`src/rtl/cache_pkg.sv`:
```
// Shared cache definitions: FSM state encoding and block geometry constants.
// Latency: none, this file holds only types, constants and a helper function.
// Backpressure: none, this file has no handshake.
package cache_pkg;

   typedef enum logic [1:0] {
      IDLE     = 2'd0,
      MEM_READ = 2'd1,
      UPDATE   = 2'd2
   } cache_state_t;

   localparam int WORDS      = 4;
   localparam int WORD_W     = 32;
   localparam int BLOCK_W    = WORDS * WORD_W;
   localparam int BLK_ADDR_W = 28;   // address[31:4]

   // Pick one 32-bit word out of a block; word 0 sits in the low bits.
   function automatic logic [WORD_W-1:0] select_word(input logic [BLOCK_W-1:0] blk,
                                                     input logic [1:0]         word);
      return blk[word*WORD_W +: WORD_W];
   endfunction

endpackage

```
`src/rtl/instruction_cache_if.sv`:
```
// Fetch-side and memory-side signals of the instruction cache, bundled together.
// Latency: none, this is wiring only.
// Backpressure: busywait stalls the fetch unit; mem_busywait stalls the cache.
interface instruction_cache_if;
   import cache_pkg::*;

   logic                  read;
   logic [31:0]           address;
   logic                  flush;
   logic [WORD_W-1:0]     instruction;
   logic                  busywait;
   logic                  mem_read;
   logic [BLK_ADDR_W-1:0] mem_address;
   logic [BLOCK_W-1:0]    mem_readdata;
   logic                  mem_busywait;

   // The cache side.
   modport slave (
      input  read, address, flush, mem_readdata, mem_busywait,
      output instruction, busywait, mem_read, mem_address
   );

   // The fetch unit and memory side.
   modport master (
      output read, address, flush, mem_readdata, mem_busywait,
      input  instruction, busywait, mem_read, mem_address
   );
endinterface

```
`src/rtl/cache_line_array.sv`:
```
// Valid/tag/block storage for a direct-mapped cache, with a bulk invalidate.
// Latency: the read port is combinational; writes and invalidation land on the next edge.
// Backpressure: none, the array accepts a write or invalidate in every cycle.
module cache_line_array
   import cache_pkg::*;
#(
   parameter  int LINES = 8,
   localparam int IDX_W = $clog2(LINES),
   localparam int TAG_W = BLK_ADDR_W - IDX_W
) (
   input  logic               clk,
   input  logic               reset,
   input  logic [IDX_W-1:0]   rd_index,
   output logic               rd_valid,
   output logic [TAG_W-1:0]   rd_tag,
   output logic [BLOCK_W-1:0] rd_block,
   input  logic               wr_en,
   input  logic [IDX_W-1:0]   wr_index,
   input  logic [TAG_W-1:0]   wr_tag,
   input  logic [BLOCK_W-1:0] wr_block,
   input  logic               invalidate_all
);

   logic [LINES-1:0]   valid_q;
   logic [TAG_W-1:0]   tag_q  [LINES];
   logic [BLOCK_W-1:0] data_q [LINES];

   // Valid bits: invalidation wins over a simultaneous fill of the same line.
   always_ff @(posedge clk) begin
      if (reset) begin
         valid_q <= '0;
      end else if (invalidate_all) begin
         valid_q <= '0;
      end else if (wr_en) begin
         valid_q[wr_index] <= 1'b1;
      end
   end

   // Tag and block storage; contents are meaningless until the valid bit is set.
   always_ff @(posedge clk) begin
      if (wr_en) begin
         tag_q[wr_index]  <= wr_tag;
         data_q[wr_index] <= wr_block;
      end
   end

   assign rd_valid = valid_q[rd_index];
   assign rd_tag   = tag_q[rd_index];
   assign rd_block = data_q[rd_index];

endmodule

```
`src/rtl/instruction_cache.sv`:
```
// Direct-mapped read-only instruction cache with whole-block refill and flush.
// Latency: a hit returns data in the same cycle; a miss stalls for M+3 cycles.
// Backpressure: busywait holds the fetch unit; mem_busywait holds the refill in MEM_READ.
module instruction_cache
   import cache_pkg::*;
#(
   parameter int LINES = 8
) (
   input  logic                clk,
   input  logic                reset,
   instruction_cache_if.slave  bus
);

   localparam int IDX_W = $clog2(LINES);
   localparam int TAG_W = BLK_ADDR_W - IDX_W;

   cache_state_t          state_q, state_d;
   logic [BLK_ADDR_W-1:0] blk_addr_q;
   logic [BLOCK_W-1:0]    fill_q;
   logic                  flush_pend_q;

   logic [BLK_ADDR_W-1:0] blk_addr;
   logic [IDX_W-1:0]      index;
   logic [TAG_W-1:0]      tag;
   logic                  rd_valid;
   logic [TAG_W-1:0]      rd_tag;
   logic [BLOCK_W-1:0]    rd_block;
   logic                  hit;
   logic                  invalidate_all;

   assign blk_addr = bus.address[31:4];
   assign index    = blk_addr[IDX_W-1:0];
   assign tag      = blk_addr[BLK_ADDR_W-1:IDX_W];

   // Only meaningful in IDLE; the FSM ignores it elsewhere.
   assign hit = bus.read && rd_valid && (rd_tag == tag);

   // A flush seen in IDLE applies at once; one seen mid-refill waits for UPDATE,
   // so the freshly written line is dropped as well.
   assign invalidate_all = ((state_q == IDLE) && bus.flush) ||
                           ((state_q == UPDATE) && (flush_pend_q || bus.flush));

   cache_line_array #(.LINES(LINES)) u_lines (
      .clk            (clk),
      .reset          (reset),
      .rd_index       (index),
      .rd_valid       (rd_valid),
      .rd_tag         (rd_tag),
      .rd_block       (rd_block),
      .wr_en          (state_q == UPDATE),
      .wr_index       (blk_addr_q[IDX_W-1:0]),
      .wr_tag         (blk_addr_q[BLK_ADDR_W-1:IDX_W]),
      .wr_block       (fill_q),
      .invalidate_all (invalidate_all)
   );

   // State register and the pending-flush flag; reset abandons any refill in flight.
   always_ff @(posedge clk) begin
      if (reset) begin
         state_q      <= IDLE;
         flush_pend_q <= 1'b0;
      end else begin
         state_q <= state_d;
         if (state_q == UPDATE) begin
            flush_pend_q <= 1'b0;
         end else if ((state_q == MEM_READ) && bus.flush) begin
            flush_pend_q <= 1'b1;
         end
      end
   end

   // Latch the block address on entering MEM_READ and capture the refill data
   // in the cycle memory drops its busy.
   always_ff @(posedge clk) begin
      if ((state_q == IDLE) && (state_d == MEM_READ)) begin
         blk_addr_q <= blk_addr;
      end
      if ((state_q == MEM_READ) && !bus.mem_busywait) begin
         fill_q <= bus.mem_readdata;
      end
   end

   // Next-state and output decode.
   always_comb begin
      state_d         = state_q;
      bus.busywait    = 1'b0;
      bus.instruction = '0;
      bus.mem_read    = 1'b0;
      bus.mem_address = '0;
      case (state_q)
         IDLE: begin
            if (hit) begin
               bus.instruction = select_word(rd_block, bus.address[3:2]);
            end else if (bus.read) begin
               bus.busywait = 1'b1;
               state_d      = MEM_READ;
            end
         end
         MEM_READ: begin
            bus.busywait    = 1'b1;
            bus.mem_read    = 1'b1;
            bus.mem_address = blk_addr_q;
            if (!bus.mem_busywait) begin
               state_d = UPDATE;
            end
         end
         UPDATE: begin
            bus.busywait = 1'b1;
            state_d      = IDLE;
         end
         default: begin
            state_d = IDLE;
         end
      endcase
   end

endmodule

```
`src/flat_wrapper.sv`:
```
// flat-port wrapper written by rule: the top's interface ports become plain ports
module instruction_cache_flat import cache_pkg::*;
#(
   parameter int LINES = 8
)
  (clk, reset, bus_read, bus_address, bus_flush, bus_mem_readdata, bus_mem_busywait, bus_instruction, bus_busywait, bus_mem_read, bus_mem_address);
  instruction_cache_if bus_i ();
  input  logic clk;
  input  logic reset;
  input wire logic [$bits(bus_i.read)-1:0] bus_read;
  input wire logic [$bits(bus_i.address)-1:0] bus_address;
  input wire logic [$bits(bus_i.flush)-1:0] bus_flush;
  input wire logic [$bits(bus_i.mem_readdata)-1:0] bus_mem_readdata;
  input wire logic [$bits(bus_i.mem_busywait)-1:0] bus_mem_busywait;
  output wire logic [$bits(bus_i.instruction)-1:0] bus_instruction;
  output wire logic [$bits(bus_i.busywait)-1:0] bus_busywait;
  output wire logic [$bits(bus_i.mem_read)-1:0] bus_mem_read;
  output wire logic [$bits(bus_i.mem_address)-1:0] bus_mem_address;
  assign bus_i.read = bus_read;
  assign bus_i.address = bus_address;
  assign bus_i.flush = bus_flush;
  assign bus_i.mem_readdata = bus_mem_readdata;
  assign bus_i.mem_busywait = bus_mem_busywait;
  assign bus_instruction = bus_i.instruction;
  assign bus_busywait = bus_i.busywait;
  assign bus_mem_read = bus_i.mem_read;
  assign bus_mem_address = bus_i.mem_address;
  instruction_cache #(.LINES(LINES)) u_core (.clk(clk), .reset(reset), .bus(bus_i));
endmodule
```
`config.mk`:
```
export PLATFORM = sky130hd
export DESIGN_NAME = instruction_cache_flat
export DESIGN_NICKNAME = d
export VERILOG_FILES = /design/src/rtl/cache_pkg.sv /design/src/rtl/instruction_cache_if.sv /design/src/rtl/cache_line_array.sv /design/src/rtl/instruction_cache.sv /design/src/flat_wrapper.sv
export SDC_FILE = /design/constraint.sdc
export NUM_CORES = 1
export LEC_CHECK = 0
export CAP_MARGIN = 20
export CORE_MARGIN = 2
export CORE_UTILIZATION = 67
export CTS_BUF_LIST = sky130_fd_sc_hd__clkbuf_2 sky130_fd_sc_hd__clkbuf_4 sky130_fd_sc_hd__clkbuf_8
export DETAILED_ROUTE_END_ITERATION = 10
export MAX_ROUTING_LAYER = met4
export PLACE_DENSITY_LB_ADDON = 0.3
export REMOVE_ABC_BUFFERS = 1
export SLEW_MARGIN = 20
export SYNTH_ARGS = -nofsm -noshare
export SYNTH_HDL_FRONTEND = slang
export SYNTH_SLANG_ARGS = --single-unit
```
`constraint.sdc`:
```
create_clock -name clk -period 37.4 [get_ports clk]
set_clock_uncertainty 0.15 [all_clocks]
set_input_delay 5.61 -clock clk [delete_from_list [all_inputs] [get_ports clk]]
set_output_delay 5.61 -clock clk [all_outputs]
set_load 0.01 [all_outputs]
```
== Word level (Yosys, flattened, before mapping) ==
Memories as Yosys holds them, arrays and structs flattened.
Index checks and enable logic that the tools add are counted.

* Reductions and logical operators: 15
* Bitwise gates (word level): 1
* Multiplexer cells: 17
* Shift-type cells: 1
* Multiply operators: 0
* $lt $le $gt $ge: 3
* Add/subtract/negate cells: 0
* Equality and inequality tests: 4
* Divide/modulo/power cells: 0

{| class="wikitable"
|+ Operators by type and width
! operator !! number
|-
| $shiftx A128 B8 Y32 || 1
|-
| $mux W32 || 2
|-
| $mux W28 || 1
|-
| $eq A25 B25 Y1 || 1
|-
| $logic_and A1 B1 Y1 || 8
|-
| $lt A3 B4 Y1 const B || 2
|-
| $or A8 B8 Y8 || 1
|-
| $mux W1 || 7
|-
| $mux W2 || 3
|-
| $reduce_or A2 Y1 || 3
|-
| $eq A2 B1 Y1 const B || 2
|-
| $pmux W2 S2 || 1
|-
| $bmux W1 S3 || 1
|-
| $demux W1 S3 || 1
|-
| $ge A3 B1 Y1 const B || 1
|-
| $eq A2 B2 Y1 const B || 1
|-
| $logic_not A2 Y1 || 1
|-
| $logic_or A1 B1 Y1 || 2
|-
| $pmux W1 S2 || 1
|-
| $logic_not A1 Y1 || 1
|}

* Bits in registers: 167
* Memory bits (writable): 1224
* Logic and storage cells: 48
* Output and inout port bits: 62
* Memories: 2
* Memory bits (read-only): 0
* Input port bits: 165
* Latch bits: 0

{| class="wikitable"
|+ Memories
! memory !! words !! bits a word !! read ports !! clocked after memory_dff !! write ports !! RTL line !! text
|-
| u_core.u_lines.data_q || 8 || 128 || 1 || 0 || 1 || cache_line_array.sv:26 || <nowiki>logic [BLOCK_W-1:0] data_q [LINES];</nowiki>
|-
| u_core.u_lines.tag_q || 8 || 25 || 1 || 0 || 1 || cache_line_array.sv:25 || <nowiki>logic [TAG_W-1:0] tag_q [LINES];</nowiki>
|}

== Logic depth before layout (Yosys ltp) ==
* Word-level depth: 8
* Gate-level depth with buffers: 11
* Gate-level depth less buffers: 7

== Hierarchy ==
Synthesis repeated with hierarchy kept, for this count alone.

* Cell total of the unflattened synthesis: 2121
* Area, all modules: 52601.7 sq um

{| class="wikitable"
|+ By module, submodules not included
! module !! instances !! cells each !! area an instance (sq um)
|-
| cache_line_array || 1 || 1796 || 46214.3
|-
| instruction_cache || 1 || 325 || 6387.4
|}

== Least setup slack after synthesis ==
Ideal clock, no wire load.

* Path kind: input to output
* Start: input bus_address[4]
* End: output bus_instruction[23]
* Required time: 31.640 ns
* Arrival: 7.837 ns
* Setup slack: 23.803 ns
* Cell stages on the path: 9
* Cell sequence: buf_6 buf_6 buf_4 buf_2 buf_2 mux4_2 mux4_2 mux2i_1 nor2_1

* Longest elaborated chain between the ends: 6
* Elaborated cells on any way between the ends: 10
* Those cells by class: 1 x eq/ne; 1 x shift; 4 x mux; 2 x reduce/logical; 2 x memory

{| class="wikitable"
|+ RTL lines
! what !! RTL line !! text
|-
| from (decl) || flat_wrapper.sv:11 || <nowiki>input wire logic [$bits(bus_i.address)-1:0] bus_address;</nowiki>
|-
| branches (longest 4 deep; another with $mem_v2 Z8 W128) || - ||
|-
| $mux W32 * || instruction_cache.sv:92 || <nowiki>if (hit) begin</nowiki>
|-
| $mux W32 * || instruction_cache.sv:90 || <nowiki>case (state_q)</nowiki>
|-
| to (decl) || flat_wrapper.sv:15 || <nowiki>output wire logic [$bits(bus_i.instruction)-1:0] bus_instruction;</nowiki>
|}

Mark *: on every way between the ends. The select of a mux whose other input is x is not followed.

== Final worst setup path ==
* Start: input bus_address[4]
* End: output bus_instruction[6]

Same word-level chain as after synthesis.

==> metrics.cfg <==
[status]
status = complete, no violations

[setup_path]
worst_setup_path_end_kind = output port
reg2reg_depth = 6
ff2ff_setup_slack_ps = 33760
critPathLaunchType = input port
endpoint = bus_instruction[6]
worstPathMaxFanout = 73
crit_required_ps = 31640
setup.worst_path.start = bus_address[4]
reg2reg_to = u_core.u_lines.data_q[2][99]$_DFFE_PP_
r2r_start = u_core.state_q[0]$_SDFF_PP0_
path_class = input port to output port
critical_path_arrival_ps = 10660

[cts]
hold_buffers = 0
cts-buffers-inserted = 207
clkTransAtPathRegs_ps = 60
root_buffer = clkbuf_8
cts_tree = built
clk-insertion-delay-late_ps = 840
post_cts_resized = 0
htreeDepth = 4
postCtsSetupBuffers = 0
cts_buffer_depth = 3
cts_sinks = 1391

[synthesis]
ys.flop_type = edfxtp_1
synth-edff-count = 1380
synth_top_area_cell = edfxtp_1
ys_ff_latch = 1391
async_reset_ff_share_pct = 0
netlist_instances = 2152
synth_top_area_share_pct = 79.2
yosysWarnings = 0
synth_cell_types = 57
yosys-top-cells-area = edfxtp_1, mux4_2, mux2i_1, mux4_1, nor2_1
ys_seq_area_share_pct = 79.6
syn_area_um2 = 52300
postSynthAreaPerCell_um2 = 24.3

[cells_and_area]
seq_area_um2 = 41700
nFillCells = 3849
layout-drive-gt1-share_pct = 27.0
final_core_util_pct = 77.3
final_area_um2 = 59800
multiInputGateArea_um2 = 10200
final_nets = 2695
syn2layout_area_growth_pct = 14.3

[floorplan]
coreArea_um2 = 77300
die_y_um = 283
std_cell_rows = 102
initial_core_util_pct = 67.6
die_area_um2 = 80300
ioPinCount = 227
die_x_um = 283

[timing]
hold_viol_final = 0
drv_slew = 0
rsz0062_at_grt = no
worst_slew_pin_slew_ps = 1120
fin_hold_ws_ps = 336
maxSlewHeadroom_pct = 25.4
finalSetupViolCount = 0
max_freq_ghz = 0.0609
period_needed_ps = 16420
fin_crit_sh_pct = 43.9
tns_ps = 0

[drt]
num_vias = 24000
drc = 0
drt_iter0_markers = 2671
postRouteAntennaNets = 0
dr.pass1.iters = 5
routed_wl_mm = 106
drt-wirelength-per-cell_um = 28.4
drt-vias-per-instance = 6.42

[global_route]
grt_pass1_vias = 25500
grt_overflow_total = 0
grt_max_degree = 123
grt_usage_pct = 27.8
antenna_found_initial = 6
grt_first_pass_wirelength_mm = 158

[job]
maxCapViolCount = 0

[placement]
dpl_cell_area_um2 = 55800
portBuffers = 224
hpwl_mm = 55.8
gp_congestion = 0.816

[power_and_ir_drop]
powerDensity_nw_per_um2 = 51.4
leakagePower_nw = 19.0
p_total_mw = 3.07
vdd_drop_max_uv = 32.8

[hold_path]
hp-class = register to register

[through the flow]
step                      std cells  worst slack (ps)
after floorplan                2054             23650
after global placement         3357             20880
after detailed placement       3357             20870
after CTS                      3729             20860
after global routing           3734             20490
final                          3734             20980
[worst max-delay path, stage by stage]
cell	delay (ps)
buf_8	530
buf_4	700
buf_4	790
mux4_1	390
mux2i_1	120
nand2b_1	210
a2111oi_0	260
and4_1	350
nand4_1	260
buf_4	340
nor2_1	330
clkdlybuf4s50_1	610
[Yosys cell counts (all sizes together) (4+ instances only)]
cell and number:
a21oi 8, o21a 4, xnor2 5, nand4 4, clkbuf 30, mux4 348, a22oi 13, mux2 6
nand2 11, edfxtp 1380, nor2b 4, a22o 6, nand2b 5, and2 30, dfxtp 11, xor2 9
inv 6, nor3 9, nor2 61, mux2i 88, buf 68, nor4 5, ha 4
[cell usage in the layout, fill, tap and decap left out, types with 4 or more instances in the layout]
master,synthesis,layout
nor3_1,9,7
xnor2_1,5,5
clkinv_2,0,34
nand4_1,4,4
o21a_1,4,4
nor4_1,5,5
clkbuf_8,0,219
clkinvlp_4,0,4
a22oi_1,13,13
mux4_1,9,9
xor2_1,9,9
nand2b_1,5,5
diode_2,0,5
buf_4,5,35
clkbuf_4,0,51
a22o_1,6,6
clkdlybuf4s50_1,0,219
nor2_4,0,7
mux4_2,339,339
and2_1,29,29
clkinv_1,0,54
a21oi_1,8,8
mux2i_1,88,88
nor2_1,60,53
dfxtp_1,11,11
mux2_2,6,6
nand2_1,11,11
edfxtp_1,1380,1380
inv_1,6,6
buf_12,1,5
[state kept, by name (all words and copies together) (netlist names)]
signal and count:
u_core.blk_addr_q 28, u_core.fill_q 128, u_core.flush_pend_q 1, u_core.state_q 2, u_core.u_lines.data_q 1024, u_core.u_lines.tag_q 200, u_core.u_lines.valid_q 8
[power by group]
group / switching, mW / leakage (nW) / total, mW / internal (mW)
combinational: 0.0727 / 4.37 / 0.145 / 0.0725
clock: 0.558 / 2.10 / 1.16 / 0.606
sequential: 0.0230 / 12.5 / 1.76 / 1.74
[cell families after synthesis]
kind of cell / share of synthesized area (%)
buffers and inverters: 0.990
adder cells (fa/ha/maj): 0.0957
flip-flops: 79.6
AND/OR/NAND/NOR: 1.39
multiplexers: 16.9
AO/OA/AOI/OAI: 0.782
XOR/XNOR: 0.234
[worst min path at each step]
| stage | from | end | slack [ps] | cells past startpoint |
|---|---|---|---|---|
| 6_report | u_core.u_lines.valid_q[2]$_SDFFE_PP0P_ | u_core.u_lines.valid_q[2]$_SDFFE_PP0P_ | 340 | 2 |
| 3_3_place_gp | u_core.u_lines.valid_q[6]$_SDFFE_PP0P_ | u_core.u_lines.valid_q[6]$_SDFFE_PP0P_ | 290 | 2 |
| 5_1_grt | u_core.u_lines.valid_q[1]$_SDFFE_PP0P_ | u_core.u_lines.valid_q[1]$_SDFFE_PP0P_ | 360 | 2 |
| 3_5_place_dp | u_core.u_lines.valid_q[2]$_SDFFE_PP0P_ | u_core.u_lines.valid_q[2]$_SDFFE_PP0P_ | 320 | 2 |
| 2_1_floorplan | u_core.u_lines.valid_q[5]$_SDFFE_PP0P_ | u_core.u_lines.valid_q[5]$_SDFFE_PP0P_ | 280 | 2 |
| 4_1_cts | u_core.u_lines.valid_q[2]$_SDFFE_PP0P_ | u_core.u_lines.valid_q[2]$_SDFFE_PP0P_ | 330 | 2 |
[layer usage]
metal,share of wire (%),track usage (%),vias up
li1,-,-,9994
met1,39,37.2,12600
met2,52,44.7,1193
met3,7.8,5.25,180
met4,2.1,8.49,0
met5,0,-,-
[cell type report]
type,instances,area share (%)
flip-flops and latches,1391,69.7
multi-input cells,657,17.1
clock buffers,269,5.66
repair buffers,263,4.36
well taps,1040,2.18
clock inverters,103,0.978
inverters,6,0.0377
diodes,5,0.0209
Power figures use the tool's default switching activity.
==> variant 1, RTL diff (same settings) <==
Change the package constant `WORDS` from 4 to 2.
--- a/src/rtl/cache_pkg.sv
+++ b/src/rtl/cache_pkg.sv
@@ -9,7 +9,7 @@
       UPDATE   = 2'd2
    } cache_state_t;
 
-   localparam int WORDS      = 4;
+   localparam int WORDS      = 2;
    localparam int WORD_W     = 32;
    localparam int BLOCK_W    = WORDS * WORD_W;
    localparam int BLK_ADDR_W = 28;   // address[31:4]
Ports: changed (resized bus_mem_readdata); port bits go from 227 to 163. No check against the original RTL was run, so the function may have changed too.
==> variant 1 against the original RTL <==
- first-iteration DRC count down 44%
- largest cell class unchanged
- maximum frequency down 1.8%
- setup slack worse by 0.30 ns
- routed wire length down 42%
- non-clock buffer count down 77
- via count down 39%
- cell area down 40%
- hold slack worse by 0.0063 ns
- sequential cell count down 576
- area after synthesis down 41%
- utilization up 1.0 points
- sequential power down 40%
- total power down 40%
==> variant 1: results (changes against the original RTL) <==
synth cell count leaders -> edfxtp_1 (804), mux4_2 (188), mux2i_1 (48)
total track usage -> 27.62% (-0.22 points)
vias in the first global route -> 15.43k (-39%)
ranking of synthesized cells by area -> edfxtp_1 (78%), mux4_2 (14%), mux2i_1 (1.5%), dfxtp_1 (0.71%), nor2b_1 (0.69%)
dpl hpwl -> 34000 µm (-39%)
placed cell count -> 2068 (-38%)
Total Wirelength -> 61980 µm (-42%)
hold path startpoint -> u_core.u_lines.valid_q[7]
Num CTS Buffers -> 119 (-43%)
Worst R2R Start -> u_core.state_q[1]
CP max FO -> 79 (+8.2%)
multi-input gates -> 462 (-30%)
power per cell area -> 51.95 nW/µm² (+1.0%)
ant diodes -> 4 (-1)
P_leak -> 11.45 nW (-40%)
Sw Share -> 21.47% (+0.19 points)
Seq cells -> 815 (-41%)
maximum vdd drop -> 32.24 µV (-1.8%)
status -> complete, no violations
Worst Setup EP -> bus_instruction[9]
ClkCell Share -> 6.709% (+0.070 points)
top flop regs -> u_core.u_lines.data_q: 512 flops, u_core.u_lines.tag_q: 200 flops, u_core.fill_q: 64 flops
antenna violations before repair -> 3 (-3)
Layout Nets -> 1695 (-37%)
# clk buffers -> 168 (-38%)
share of layout cells above drive strength 1 -> 25.93% (-1.0 points)
worst hold slack -> 0.3293 ns (-0.006323 ns)
register area share after synthesis -> 78.51% (-1.1 points)
Placer Congestion -> 0.8287 (+1.6%)
worst reg2reg endpoint -> u_core.u_lines.data_q[3][54]
Clock Power Share -> 37.3% (-0.6 points)
register area -> 24360 µm² (-42%)
first-pass GRT wire length -> 92020 µm (-42%)
Cell variety after synth -> 53 (-7.0%)
Mean Syn Cell Area -> 23.14 µm² (-4.8%)
final std cells w/o fill -> 2297 (-38%)
DR WL met3 -> 4423 µm (-47%)
met1 wire length -> 24400 µm (-40%)
number of enable flip-flop cells after synthesis -> 804 (-42%)
max reg flops -> 512 (-50%)
routing usage on met3 -> 4.990% (-0.26 points)
# H-tree levels -> 3 (-1)
Skew-Pair Late Insertion Delay -> 0.72 ns (-0.12 ns)
slowest cell delay on critical path -> 0.77 ns (-0.02 ns)
Fill cells -> 2264 (-41%)
Final non-clock buffer share -> 5.086% (+0.73 points)
multi-input logic area -> 6340 µm² (-38%)
[variant 1: kinds of logic after synthesis]
kind of cell	count (synthesis)	synth area share (%)
AO/OA/AOI/OAI	48	1.161
XOR/XNOR	14	0.3952
adder cells (fa/ha/maj)	4	0.1613
buffers and inverters	64	1.258
flip-flops	815	78.51
multiplexers	249	15.76
AND/OR/NAND/NOR	147	2.750
[variant 1: stage by stage]
| stage | setup slack, ns | utilization [%] |
|---|---|---|
| 2_1_floorplan | 23.88 | - |
| 3_3_place_gp | 20.50 | 72.99 |
| 3_5_place_dp | 20.54 | 72.99 |
| 4_1_cts | 20.52 | 78.24 |
| 5_1_grt | 20.20 | 78.32 |
| 6_report | 20.68 | 78.32 |
[variant 1: worst min-delay path: stages (launching register included)]
cell and delay [ns]:
dfxtp_1 0.33, nor2_1 0.05, nor2_1 0.07
==> variant 2, RTL diff (config.mk and constraints unchanged) <==
Without the edit above. Make the reset (`reset`) asynchronous in 2 clocked blocks.
--- a/src/rtl/cache_line_array.sv
+++ b/src/rtl/cache_line_array.sv
@@ -26,7 +26,7 @@
    logic [BLOCK_W-1:0] data_q [LINES];
 
    // Valid bits: invalidation wins over a simultaneous fill of the same line.
-   always_ff @(posedge clk) begin
+   always_ff @(posedge clk or posedge reset) begin
       if (reset) begin
          valid_q <= '0;
       end else if (invalidate_all) begin
--- a/src/rtl/instruction_cache.sv
+++ b/src/rtl/instruction_cache.sv
@@ -55,7 +55,7 @@
    );
 
    // State register and the pending-flush flag; reset abandons any refill in flight.
-   always_ff @(posedge clk) begin
+   always_ff @(posedge clk or posedge reset) begin
       if (reset) begin
          state_q      <= IDLE;
          flush_pend_q <= 1'b0;
Function: not settled (the Yosys comparison gave no result); the edit may change what the design does.
==> variant 2 against the original RTL <==
- global-route usage fell by 0.27 points
- hold slack gained 0.027 ns
- sequential cell count unchanged
- non-clock buffer count unchanged
- routed wire length is 1.6% lower
- cell area down 0.45%
- setup slack got worse by 0.19 ns
- utilization is 0.22 points lower
- area after synthesis fell by 0.35%
- critical path type unchanged
- highest routed layer unchanged
Power is not compared: it rests on default switching activity, and its combinational part moved more than twofold at a synthesized area within 25%.
==> variant 2: results (changes against the original RTL) <==
Placer Congestion -> 0.7838 (-3.9%)
asr flop ratio synth -> 0.7908% (+0.79 points)
register area share after synthesis -> 80.03% (+0.39 points)
mux cell area share after synthesis -> 16.88% (about the same)
dpl hpwl -> 56350 µm (+1.1%)
Place WS -> 20.50 ns (-0.3711 ns)
post-synthesis compound-gate area fraction -> 0.6793% (-0.10 points)
via count -> 23.69k (-1.2%)
Synth Area in XOR/XNOR -> 0.2688% (+0.034 points)
slowest cell delay on critical path -> 0.75 ns (-0.04 ns)
hold path startpoint -> u_core.u_lines.valid_q[2]
worst reg2reg endpoint -> u_core.blk_addr_q[16]
Num CTS Buffers -> 203 (-1.9%)
share of layout cells above drive strength 1 -> 26.81% (-0.15 points)
status -> complete, no violations
HP Class -> flop to flop
ranking of synthesized cells by area -> edfxtp_1 (80%), mux4_2 (15%), mux2i_1 (1.7%), dfrtp_1 (0.53%), nor2_1 (0.42%)
Detail Route Antenna Nets -> 0 (unchanged)
antenna violations before repair -> 7 (+1)
largest net degree at the start of global routing -> 104 (-15%)
crit-path leading delay family -> buffers and inverters
synth cell count leaders -> edfxtp_1 (1380), mux4_2 (350), mux2i_1 (88)
Worst R2R Start -> u_core.u_lines.tag_q[4][8]
Detailed Routing Iterations Pass 1 -> 7 (+2)
R2R depth -> 9 (+3)
Max-slew headroom -> 22.26% (-3.1 points)
Cell variety after synth -> 38 (-33%)
Hold Crit Endpoint -> u_core.u_lines.valid_q[2]
# H-tree levels -> 4 (unchanged)
Layout Nets -> 2670 (-0.93%)
DRT iter0 DRCs -> 2507 (-6.1%)
first-pass GRT wire length -> 156400 µm (-1.3%)
CP max FO -> 62 (-15%)
total track usage -> 27.57% (-0.27 points)
CTS resizes -> 0 (unchanged)
fin crit period -> 16.61 ns (+0.1917 ns)
vias in the first global route -> 25.29k (-0.79%)
variant 2: cell types whose count changed after synthesis, sizes merged, moves of 5 or more:
cell	before	now
xnor2	5	15
buf	68	58
clkbuf	30	43
xor2	9	1
a22o	6	1
dfxtp	11	0
dfrtp	0	11
nor3	9	3
a21oi	8	20
nand2	11	6
variant 2: worst min-delay path: cells and delay by family, from the launching register on:
| family | cells | cell delay (ns) |
|---|---|---|
| flops | 1 | 0.35 |
| simple gates | 1 | 0.08 |
| compound gates | 1 | 0.05 |
variant 2: logic make-up after synthesis:
logic type                 count (synthesis)
AOI/OAI and AO/OA                         53
xor gates and xnor gates                  16
adders and majority gates                  4
buffers and inverters                    106
DFF                                     1391
muxes                                    441
and+or+nand+nor                          123
variant 2: how the worst max path moves through the flow:
stage	start	end	slack [ns]	cells after the start
global route	bus_address[4]	bus_instruction[23]	20.22	10
global placement	bus_address[4]	bus_instruction[4]	20.53	10
finish	bus_address[4]	bus_instruction[4]	20.79	10
detailed placement	bus_address[4]	bus_instruction[4]	20.50	10
CTS	bus_address[4]	bus_instruction[4]	20.49	10
floorplan	bus_address[4]	bus_instruction[0]	23.79	7
variant 2: power breakdown:
part / internal, W / total (W) / switching [W]
Combinational: 0.000122 / 0.000292 / 0.000170
Sequential: 0.00189 / 0.00197 / 0.0000812
Clock: 0.000591 / 0.00113 / 0.000541
variant 2: per-stage QoR:
step / power [W] / cells / utilization [%] / hold WS, ns / instance area [µm²]
floorplan: 0.002139 / 2033 / - / 0.3073 / 51680
global placement: 0.002271 / 3335 / 72.05 / 0.3271 / 55630
detailed placement: 0.002295 / 3336 / 72.08 / 0.3471 / 55650
CTS: 0.003417 / 3696 / 77.02 / 0.3601 / 59470
global route: 0.003512 / 3703 / 77.05 / 0.4030 / 59490
finish: 0.003395 / 3703 / 77.05 / 0.3623 / 59490
variant 2: routing by layer:
| metal | global-route usage, % | vias to the layer above | wire (µm) |
|---|---|---|---|
| met1 | 37.34 | 12420 | 40490 |
| met3 | 5.564 | 157 | 8546 |
| met2 | 43.11 | 1223 | 53120 |
| li1 | - | 9886 | - |
| met4 | 9.242 | 0 | 2314 |
| met5 | - | - | 0 |
variant 2: final cells by class:
class	count	area, µm²	area share [%]
Inverter	5	18.77	0.03155
Tap cell	1040	1301	2.187
Antenna cell	7	17.52	0.02944
Sequential cell	1391	41720	70.12
Clock buffer	257	3218	5.409
Clock inverter	103	600.6	1.010
Multi-Input combinational cell	637	10030	16.85
Timing Repair Buffer	263	2594	4.360
